## src/rtl/bist_ctrl_multi.sv

```systemverilog
// Logic-BIST controller for N_CHAINS parallel scan chains: one Galois LFSR
// supplies the patterns, a MISR compacts the chain outputs and the final signature is checked against GOLDEN_SIG.
module bist_ctrl_multi #(
    parameter int unsigned          N_CHAINS   = 1,
    parameter int unsigned          CHAIN_LEN  = 8,
    parameter int unsigned          N_PATTERNS = 16,
    parameter int unsigned          LFSR_W     = 16,
    parameter logic [LFSR_W-1:0]    LFSR_POLY  = 16'h002D,
    parameter logic [LFSR_W-1:0]    LFSR_SEED  = 16'hACE1,
    parameter int unsigned          MISR_W     = 16,
    parameter logic [MISR_W-1:0]    MISR_POLY  = 16'h1021,
    parameter logic [MISR_W-1:0]    GOLDEN_SIG = 16'h0000
) (
    input  logic                CLK,
    input  logic                RST,
    input  logic                bist_start,
    output logic                scan_en,
    output logic                test_mode,
    output logic [N_CHAINS-1:0] scan_in,
    input  logic [N_CHAINS-1:0] scan_out,
    output logic [MISR_W-1:0]   signature,
    output logic                busy,
    output logic                bist_end,
    output logic                pass_fail
);

    localparam int unsigned BW = $clog2(CHAIN_LEN + 1);
    localparam int unsigned PW = $clog2(N_PATTERNS + 1);
    localparam logic [BW-1:0] BIT_LAST = BW'(CHAIN_LEN - 1);
    localparam logic [PW-1:0] PAT_LAST = PW'(N_PATTERNS);

    typedef enum logic [2:0] {
        S_IDLE, S_INIT, S_SHIFT, S_CAPTURE, S_UNLOAD, S_COMPARE, S_DONE
    } state_t;

    state_t              state_q, state_d;
    logic [LFSR_W-1:0]   lfsr_q, lfsr_d;
    logic [MISR_W-1:0]   misr_q, misr_d;
    logic [BW-1:0]       bit_q, bit_d;
    logic [PW-1:0]       pat_q, pat_d;
    logic                end_q, end_d;
    logic                pf_q, pf_d;
    logic                advance, compact;

    always_ff @(posedge CLK) begin
        if (RST) begin
            state_q <= S_IDLE;
            lfsr_q  <= LFSR_SEED;
            misr_q  <= '0;
            bit_q   <= '0;
            pat_q   <= '0;
            end_q   <= 1'b0;
            pf_q    <= 1'b0;
        end else begin
            state_q <= state_d;
            lfsr_q  <= lfsr_d;
            misr_q  <= misr_d;
            bit_q   <= bit_d;
            pat_q   <= pat_d;
            end_q   <= end_d;
            pf_q    <= pf_d;
        end
    end

    always_comb begin
        state_d   = state_q;
        lfsr_d    = lfsr_q;
        misr_d    = misr_q;
        bit_d     = bit_q;
        pat_d     = pat_q;
        end_d     = end_q;
        pf_d      = pf_q;
        scan_en   = 1'b0;
        test_mode = 1'b0;
        busy      = 1'b0;
        advance   = 1'b0;
        compact   = 1'b0;
        case (state_q)
            S_IDLE: begin
                if (bist_start) begin
                    state_d = S_INIT;
                    end_d   = 1'b0;
                    pf_d    = 1'b0;
                end
            end
            S_INIT: begin
                test_mode = 1'b1;
                busy      = 1'b1;
                lfsr_d    = LFSR_SEED;
                misr_d    = '0;
                bit_d     = '0;
                pat_d     = '0;
                state_d   = S_SHIFT;
            end
            S_SHIFT: begin
                test_mode = 1'b1;
                busy      = 1'b1;
                scan_en   = 1'b1;
                advance   = 1'b1;
                // First pattern unloads power-up garbage; keep it out of the MISR
                compact   = (pat_q != '0);
                if (bit_q == BIT_LAST) begin
                    bit_d   = '0;
                    state_d = S_CAPTURE;
                end else begin
                    bit_d = bit_q + 1'b1;
                end
            end
            S_CAPTURE: begin
                test_mode = 1'b1;
                busy      = 1'b1;
                pat_d     = pat_q + 1'b1;
                state_d   = (pat_d == PAT_LAST) ? S_UNLOAD : S_SHIFT;
            end
            S_UNLOAD: begin
                test_mode = 1'b1;
                busy      = 1'b1;
                scan_en   = 1'b1;
                advance   = 1'b1;
                compact   = 1'b1;
                if (bit_q == BIT_LAST) begin
                    bit_d   = '0;
                    state_d = S_COMPARE;
                end else begin
                    bit_d = bit_q + 1'b1;
                end
            end
            S_COMPARE: begin
                test_mode = 1'b1;
                busy      = 1'b1;
                pf_d      = (misr_q == GOLDEN_SIG);
                end_d     = 1'b1;
                state_d   = S_DONE;
            end
            S_DONE: begin
                if (!bist_start) state_d = S_IDLE;
            end
            default: state_d = S_IDLE;
        endcase

        if (advance)
            lfsr_d = {lfsr_q[LFSR_W-2:0], 1'b0} ^ (lfsr_q[LFSR_W-1] ? LFSR_POLY : '0);
        if (compact)
            misr_d = ({misr_q[MISR_W-2:0], 1'b0} ^ (misr_q[MISR_W-1] ? MISR_POLY : '0))
                     ^ MISR_W'(scan_out);

        // Chains only see LFSR data while the BIST path is selected
        scan_in = test_mode ? lfsr_q[N_CHAINS-1:0] : '0;
    end

    assign signature = misr_q;
    assign bist_end  = end_q;
    assign pass_fail = pf_q;

endmodule

```

## config.mk

```make
export PLATFORM = sky130hd
export DESIGN_NAME = bist_ctrl_multi
export DESIGN_NICKNAME = d
export VERILOG_FILES = /design/src/rtl/bist_ctrl_multi.sv
export SDC_FILE = /design/constraint.sdc
export NUM_CORES = 1
export LEC_CHECK = 0
export CAP_MARGIN = 20
export CORE_ASPECT_RATIO = 0.7
export CORE_UTILIZATION = 40
export CTS_BUF_LIST = sky130_fd_sc_hd__clkbuf_4
export CTS_CLUSTER_DIAMETER = 200
export DETAILED_ROUTE_END_ITERATION = 6
export GPL_ROUTABILITY_DRIVEN = 0
export PLACE_DENSITY = 0.67
export SYNTH_ARGS = -nofsm -noshare
export SYNTH_HDL_FRONTEND = slang
export SYNTH_SLANG_ARGS = --single-unit
```

## constraint.sdc

```tcl
create_clock -name CLK -period 1.6 [get_ports CLK]
set_input_delay 0.32 -clock CLK [delete_from_list [all_inputs] [get_ports CLK]]
set_output_delay 0.32 -clock CLK [all_outputs]
set_load 0.005 [all_outputs]
```

==> impl_metrics.json, run 1 <==
{
  "outcome": "finished, violations left",
  "violations": "setup timing",
  "cts_sinks": 46,
  "worstPathRequired_ns": 1.28,
  "die_area_um2": 5230,
  "hpwlAfterDp_mm": 3.03,
  "ys_seq_area_share_pct": 46.6,
  "async_flop_share_pct": 0,
  "first_iter_violations": 91,
  "cts_buffers": 5,
  "grt_max_degree": 23,
  "seqPwrFrac_pct": 51.1,
  "overflow": 0,
  "hold_buffers": 0,
  "cts.clk_slew.worst_paths_ns": 0.13,
  "grt_pass1_vias": 1560,
  "hold_violations": 0,
  "worstMarginPinSlew_ns": 0.304,
  "ys.warnings.count": 0,
  "dieHeight_um": 60.8,
  "path_cells": "or2_4 -> nor2_4 -> a21oi_2 -> and2_1 -> buf_2",
  "maxCapViolCount": 0,
  "power_frac_clock_pct": 24.1,
  "setup_ws_ns": -0.0989,
  "start_kind": "flip-flop",
  "grt_pass1_wl_mm": 7.69,
  "ant_nets": 0,
  "hold_path.class": "reg2reg",
  "crit_buf_inv": 1,
  "drive_gt1_share_pct": 40.4,
  "pwr-share-comb_pct": 24.8,
  "start_util_pct": 43.6,
  "synth_enable_flop_cells": 0,
  "via_per_inst": 5.38,
  "clockBufferDepth": 2,
  "synthToLayoutAreaGrowth_pct": 53.1,
  "die_w_um": 86,
  "powerDensity_nw_per_um2": 782,
  "critPathKind": "reg2out",
  "avgRoutedWirePerCell_um": 16.4,
  "ir_drop_uv": 430,
  "cts_tree": "built",
  "crit_family": "simple AND/OR/NAND/NOR gates",
  "io_pins": 26,
  "grtUsageTotal_pct": 19.6,
  "drc": 0,
  "synth.avg_cell_area_um2": 9.59,
  "maxSlewHeadroom_pct": 79.6,
  "vias": 1835,
  "antennaDiodeCount": 0,
  "antenna_found_initial": 0,
  "row_count": 20,
  "power.internal_mw": 1.65,
  "finalCriticalPeriod_ns": 1.70,
  "p_leak_nw": 1.36,
  "clk_latency_ns": 0.37,
  "cpMaxStageDelayCell": "dfxtp_4",
  "crit_path_end_kind": "output pin",
  "synth_cells": 206,
  "cts_root_buf": "clkbuf_4",
  "synth_cell_type_count": 45,
  "fin_crit_sh_pct": 106,
  "nets": 282,
  "place_ws_ns": -0.149,
  "slew_violations": 0,
  "rsz0062_at_grt": "yes",
  "core_area_um2": 4530,
  "timing.fmax_mhz": 589,
  "synth_nets": 214,
  "cp_max_fo": 3,
  "ys.flop_type": "dfxtp_1",
  "crit_arrival_ns": 1.38,
  "ys_ff_latch": 46,
  "port_buffers": 25,
  "fin_skew_ns": 0.0116,
  "syn_area_um2": 1980,
  "final_core_util_pct": 66.8,
  "max_stage_delay_ns": 0.38,
  "htree_num_levels": 2,
  "p_switching_mw": 0.720,
  "routed_wl_mm": 5.60,
  "first_pass_iters": 4,
  "switching_share_pct": 30.4,
  "finalSetupViolCount": 21
}
-- power groups by stage --
stage	combinational (mW)	clock [mW]	sequential, mW
5_1_grt	0.624	0.613	1.21
3_3_place_gp	0.406	0	1.24
6_report	0.586	0.571	1.21
4_1_cts	0.491	0.580	1.22
2_1_floorplan	0.286	0	1.23
3_5_place_dp	0.410	0	1.25
-- worst min-delay path: cells and delay by family (launching register included) --
kind             cells  cell delay, ns
AO/OA/AOI/OAI        1            0.06
AND/OR/NAND/NOR      1            0.06
flip-flops           1            0.36
-- layout by cell type, fill, tap and decap left out, types with 2 or more instances in the layout --
cell	count
dfxtp_1	24
buf_12	5
nor3_1	5
nand3_1	7
o21ai_0	4
nand2_1	6
nand3b_1	2
nand2b_1	9
a21oi_2	3
or2_4	2
clkbuf_4	5
nand4_1	2
inv_1	5
clkdlybuf4s50_1	10
a22oi_1	9
dfxtp_2	12
clkinv_2	2
nand2b_4	4
nor2_1	14
buf_4	40
a21oi_1	8
a22o_1	16
buf_6	5
o22ai_1	8
dlymetal6s2s_1	11
ha_1	3
xor2_1	7
or3_1	2
dfxtp_4	10
mux2_4	2
-- state kept, by name (all words and copies together), names as in the netlist --
register   cells
lfsr_q        16
signature     16
pat_q          5
bit_q          4
state_q        3
bist_end       1
pass_fail      1
-- cell type report --
class                      instances  area [µm²]
fill                             308        1500
multi-input combinational        139        1120
sequential                        46         973
timing repair buffer              75         767
tap                               66        82.6
clock buffer                       5        37.5
inverter                           7        27.5
clock inverter                     3        21.3
-- final timing paths --
| kind | from | end | slack, ns | cells past startpoint |
|---|---|---|---|---|
| setup / recovery | state_q[1] | scan_in | -0.1 | 5 |
| hold / removal | lfsr_q[13] | lfsr_q[13] | 0.50 | 2 |
| setup reg to reg | state_q[1] | signature[11] | -0.1 | 8 |
| hold reg to reg | lfsr_q[13] | lfsr_q[13] | 0.50 | 2 |
-- routing by layer --
metal  track usage, %  wire length, µm
met4             8.10               63
met1             27.3             2650
met3             4.35              256
met2             29.9             2630
met5                0                0
-- repair_timing --
item / 4_1_cts / 5_1_grt
setup buffers: 7 / 18
cloned: 1 / 2
endpoints found under the setup margin: 36 / 48
pin swaps: 12 / 18
gates resized for setup: 56 / 41
hold endpoints to repair: 0 / 0
-- synthesized netlist by cell type, types with 2 or more instances --
| library cell | number | area, µm² |
|---|---|---|
| a21oi_1 | 11 | 55.1 |
| a22o_1 | 16 | 140 |
| a22oi_1 | 10 | 75.1 |
| buf_1 | 2 | 7.51 |
| buf_2 | 4 | 20.0 |
| buf_4 | 2 | 15.0 |
| buf_6 | 2 | 22.5 |
| clkbuf_1 | 5 | 18.8 |
| dfxtp_1 | 46 | 921 |
| ha_1 | 4 | 50.1 |
| inv_1 | 6 | 22.5 |
| nand2_1 | 6 | 22.5 |
| nand2b_1 | 13 | 81.3 |
| nand3_1 | 7 | 35.0 |
| nand3b_1 | 2 | 15.0 |
| nand4_1 | 2 | 12.5 |
| nor2_1 | 15 | 56.3 |
| nor3_1 | 5 | 25.0 |
| nor4_1 | 3 | 18.8 |
| o21ai_0 | 4 | 20.0 |
| o22ai_1 | 8 | 50.1 |
| or2_1 | 2 | 12.5 |
| or3_1 | 2 | 12.5 |
| or4_1 | 2 | 15.0 |
| xor2_1 | 7 | 61.3 |
-- per-stage QoR --
stage               power [mW]  hold slack (ns)  instances  setup TNS, ns  cell area [µm²]
detailed placement        1.66            0.468        305          -2.33             2430
floorplan                 1.52            0.446        206              0             1980
global route              2.45            0.509        341          -2.27             3030
global placement          1.65            0.461        305          -1.66             2430
CTS                       2.29            0.501        321         -0.551             2690
finish                    2.37            0.498        341          -1.42             3030
-- kinds of logic (layout without fill, tap and decap cells) --
| kind of cell | Yosys count | in the layout | share of synthesized area (%) |
|---|---|---|---|
| simple gates | 64 | 64 | 17.8 |
| compound gates | 58 | 58 | 21.3 |
| flops | 46 | 46 | 46.6 |
| buf+inv | 22 | 90 | 5.64 |
| xor+xnor | 9 | 9 | 4.37 |
| fa+ha+maj | 4 | 4 | 2.53 |
| mux | 3 | 4 | 1.77 |
(Power assumes the default switching activity.)
==> run 2: changes to the inputs <==
--- a/config.mk
+++ b/config.mk
@@ -7,11 +7,11 @@
 export LEC_CHECK = 0
 export CAP_MARGIN = 20
 export CORE_ASPECT_RATIO = 0.7
+export CORE_MARGIN = 10
 export CORE_UTILIZATION = 40
 export CTS_BUF_LIST = sky130_fd_sc_hd__clkbuf_4
 export CTS_CLUSTER_DIAMETER = 200
 export DETAILED_ROUTE_END_ITERATION = 6
-export GPL_ROUTABILITY_DRIVEN = 0
 export PLACE_DENSITY = 0.67
 export SYNTH_ARGS = -nofsm -noshare
 export SYNTH_HDL_FRONTEND = slang
==> impl_metrics.json, run 2 (synthesized netlist as in run 1, its figures left out) <==
{
  "outcome": "finished, violations left",
  "violations": "setup timing",
  "worstPathRequired_ns": 1.28,
  "nFillCells": 403,
  "cpMaxStageDelayCell": "dfxtp_4",
  "routabilityCongestion": 0.740,
  "fin_crit_sh_pct": 108,
  "rsz0062_at_grt": "yes",
  "hold_path.class": "reg2reg",
  "maxCapViolCount": 0,
  "timing.fmax_mhz": 578,
  "worstMarginPinSlew_ns": 0.372,
  "grtUsageTotal_pct": 12.6,
  "grt_pass1_vias": 1752,
  "crit_buf_inv": 2,
  "crit_path_end_kind": "output pin",
  "first_iter_violations": 107,
  "total_power_mw": 2.49,
  "maxSlewHeadroom_pct": 75.1,
  "grt_max_degree": 23,
  "place_ws_ns": -0.184,
  "port_buffers": 25,
  "max_stage_delay_ns": 0.38,
  "avgRoutedWirePerCell_um": 16.1,
  "overflow": 0,
  "antennaDiodeCount": 0,
  "busiest_layer": "met2",
  "row_count": 21,
  "antenna_found_initial": 0,
  "place_area_um2": 2410,
  "crit_arrival_ns": 1.41,
  "clockBufferDepth": 2,
  "hold_buffers": 0,
  "hold_violations": 0,
  "start_util_pct": 41.3,
  "use_met1_pct": 16.4,
  "grtUsageMet3_pct": 3.15,
  "finalSetupViolCount": 5,
  "nets": 278,
  "final_common_cell": "buf_4",
  "finalCriticalPeriod_ns": 1.73,
  "via_per_inst": 5.24,
  "cts.clk_slew.worst_paths_ns": 0.14,
  "die_area_um2": 8200,
  "ant_nets": 0,
  "whs_ns": 0.487,
  "multi_input_area_um2": 1090,
  "first_pass_iters": 4,
  "cts_sinks": 46,
  "final-seq-area_um2": 965,
  "final_core_util_pct": 61.7,
  "die_w_um": 104,
  "crit_family": "simple AND/OR/NAND/NOR gates",
  "powerDensity_nw_per_um2": 843,
  "start_kind": "flip-flop",
  "grt_pass1_wl_mm": 8.66,
  "vias": 1783,
  "setup_ws_ns": -0.129,
  "final_area_um2": 2950,
  "dieHeight_um": 78.8,
  "cp_max_fo": 2,
  "io_pins": 26,
  "fin_skew_ns": 0.00452,
  "layout_common_cells": "39 x buf_4, 23 x dfxtp_1, 17 x dfxtp_2, 16 x a22o_1, 14 x nor2_1",
  "routed_wl_mm": 5.48,
  "cts_root_buf": "clkbuf_4",
  "core_area_um2": 4780,
  "cts_tree": "built",
  "hpwlAfterDp_mm": 3.21,
  "use_met2_pct": 19.8,
  "drc": 0,
  "path_cells": "or2_4 -> nor2_4 -> a21oi_4 -> buf_4 -> buf_6",
  "clk_latency_ns": 0.36,
  "drive_gt1_share_pct": 39.1,
  "ir_drop_uv": 391,
  "p_leak_nw": 1.34,
  "htree_num_levels": 2,
  "cts_buffers": 5,
  "critPathKind": "reg2out",
  "synthToLayoutAreaGrowth_pct": 49.4,
  "slew_violations": 0
}
==> run 2: layout make-up <==
type / count / area share, %
Clock inverter: 2 / 1.27
Timing Repair Buffer: 72 / 23.7
Multi-Input combinational cell: 138 / 37.0
Clock buffer: 6 / 1.53
Sequential cell: 46 / 32.7
Inverter: 7 / 0.975
Tap cell: 69 / 2.92
==> run 2: per-stage QoR <==
stage,std cells,setup TNS (ns)
after floorplan,206,0
after global placement,309,-2.95
after detailed placement,309,-2.99
after CTS,331,-0.544
after global routing,340,-0.943
final,340,-0.494
==> run 2: timing repair <==
| action | CTS | global route |
|---|---|---|
| pin swaps | 11 | 15 |
| buffers inserted | 14 | 10 |
| setup endpoints to repair | 37 | 43 |
| gates resized for setup | 55 | 39 |
==> run 2: per-layer routing <==
metal	wire (µm)	share of wire [%]	vias up
li1	-	-	877
met1	2580	47	867
met2	2650	48	31
met3	161	2.9	8
met4	81	1.5	0
met5	0	0	-
==> run 2: worst paths after layout <==
kind	start	endpoint	slack, ns	cells after the start
hold reg to reg	pass_fail	pass_fail	0.49	2
hold / removal	pass_fail	pass_fail	0.49	2
setup reg to reg	pat_q[1]	state_q[1]	-0.01	8
setup / recovery	state_q[1]	test_mode	-0.13	5
==> run 2: report_power, final <==
part           leakage (nW)  internal, mW  switching, mW
Combinational         0.913         0.272          0.266
Sequential            0.386          1.18         0.0421
Clock                0.0419         0.347          0.382
Total                  1.34          1.80          0.690
==> run 2: worst min-delay path: stages (launching register included) <==
cell and delay (ns):
dfxtp_2 0.34, o21ai_0 0.06, a21oi_1 0.06
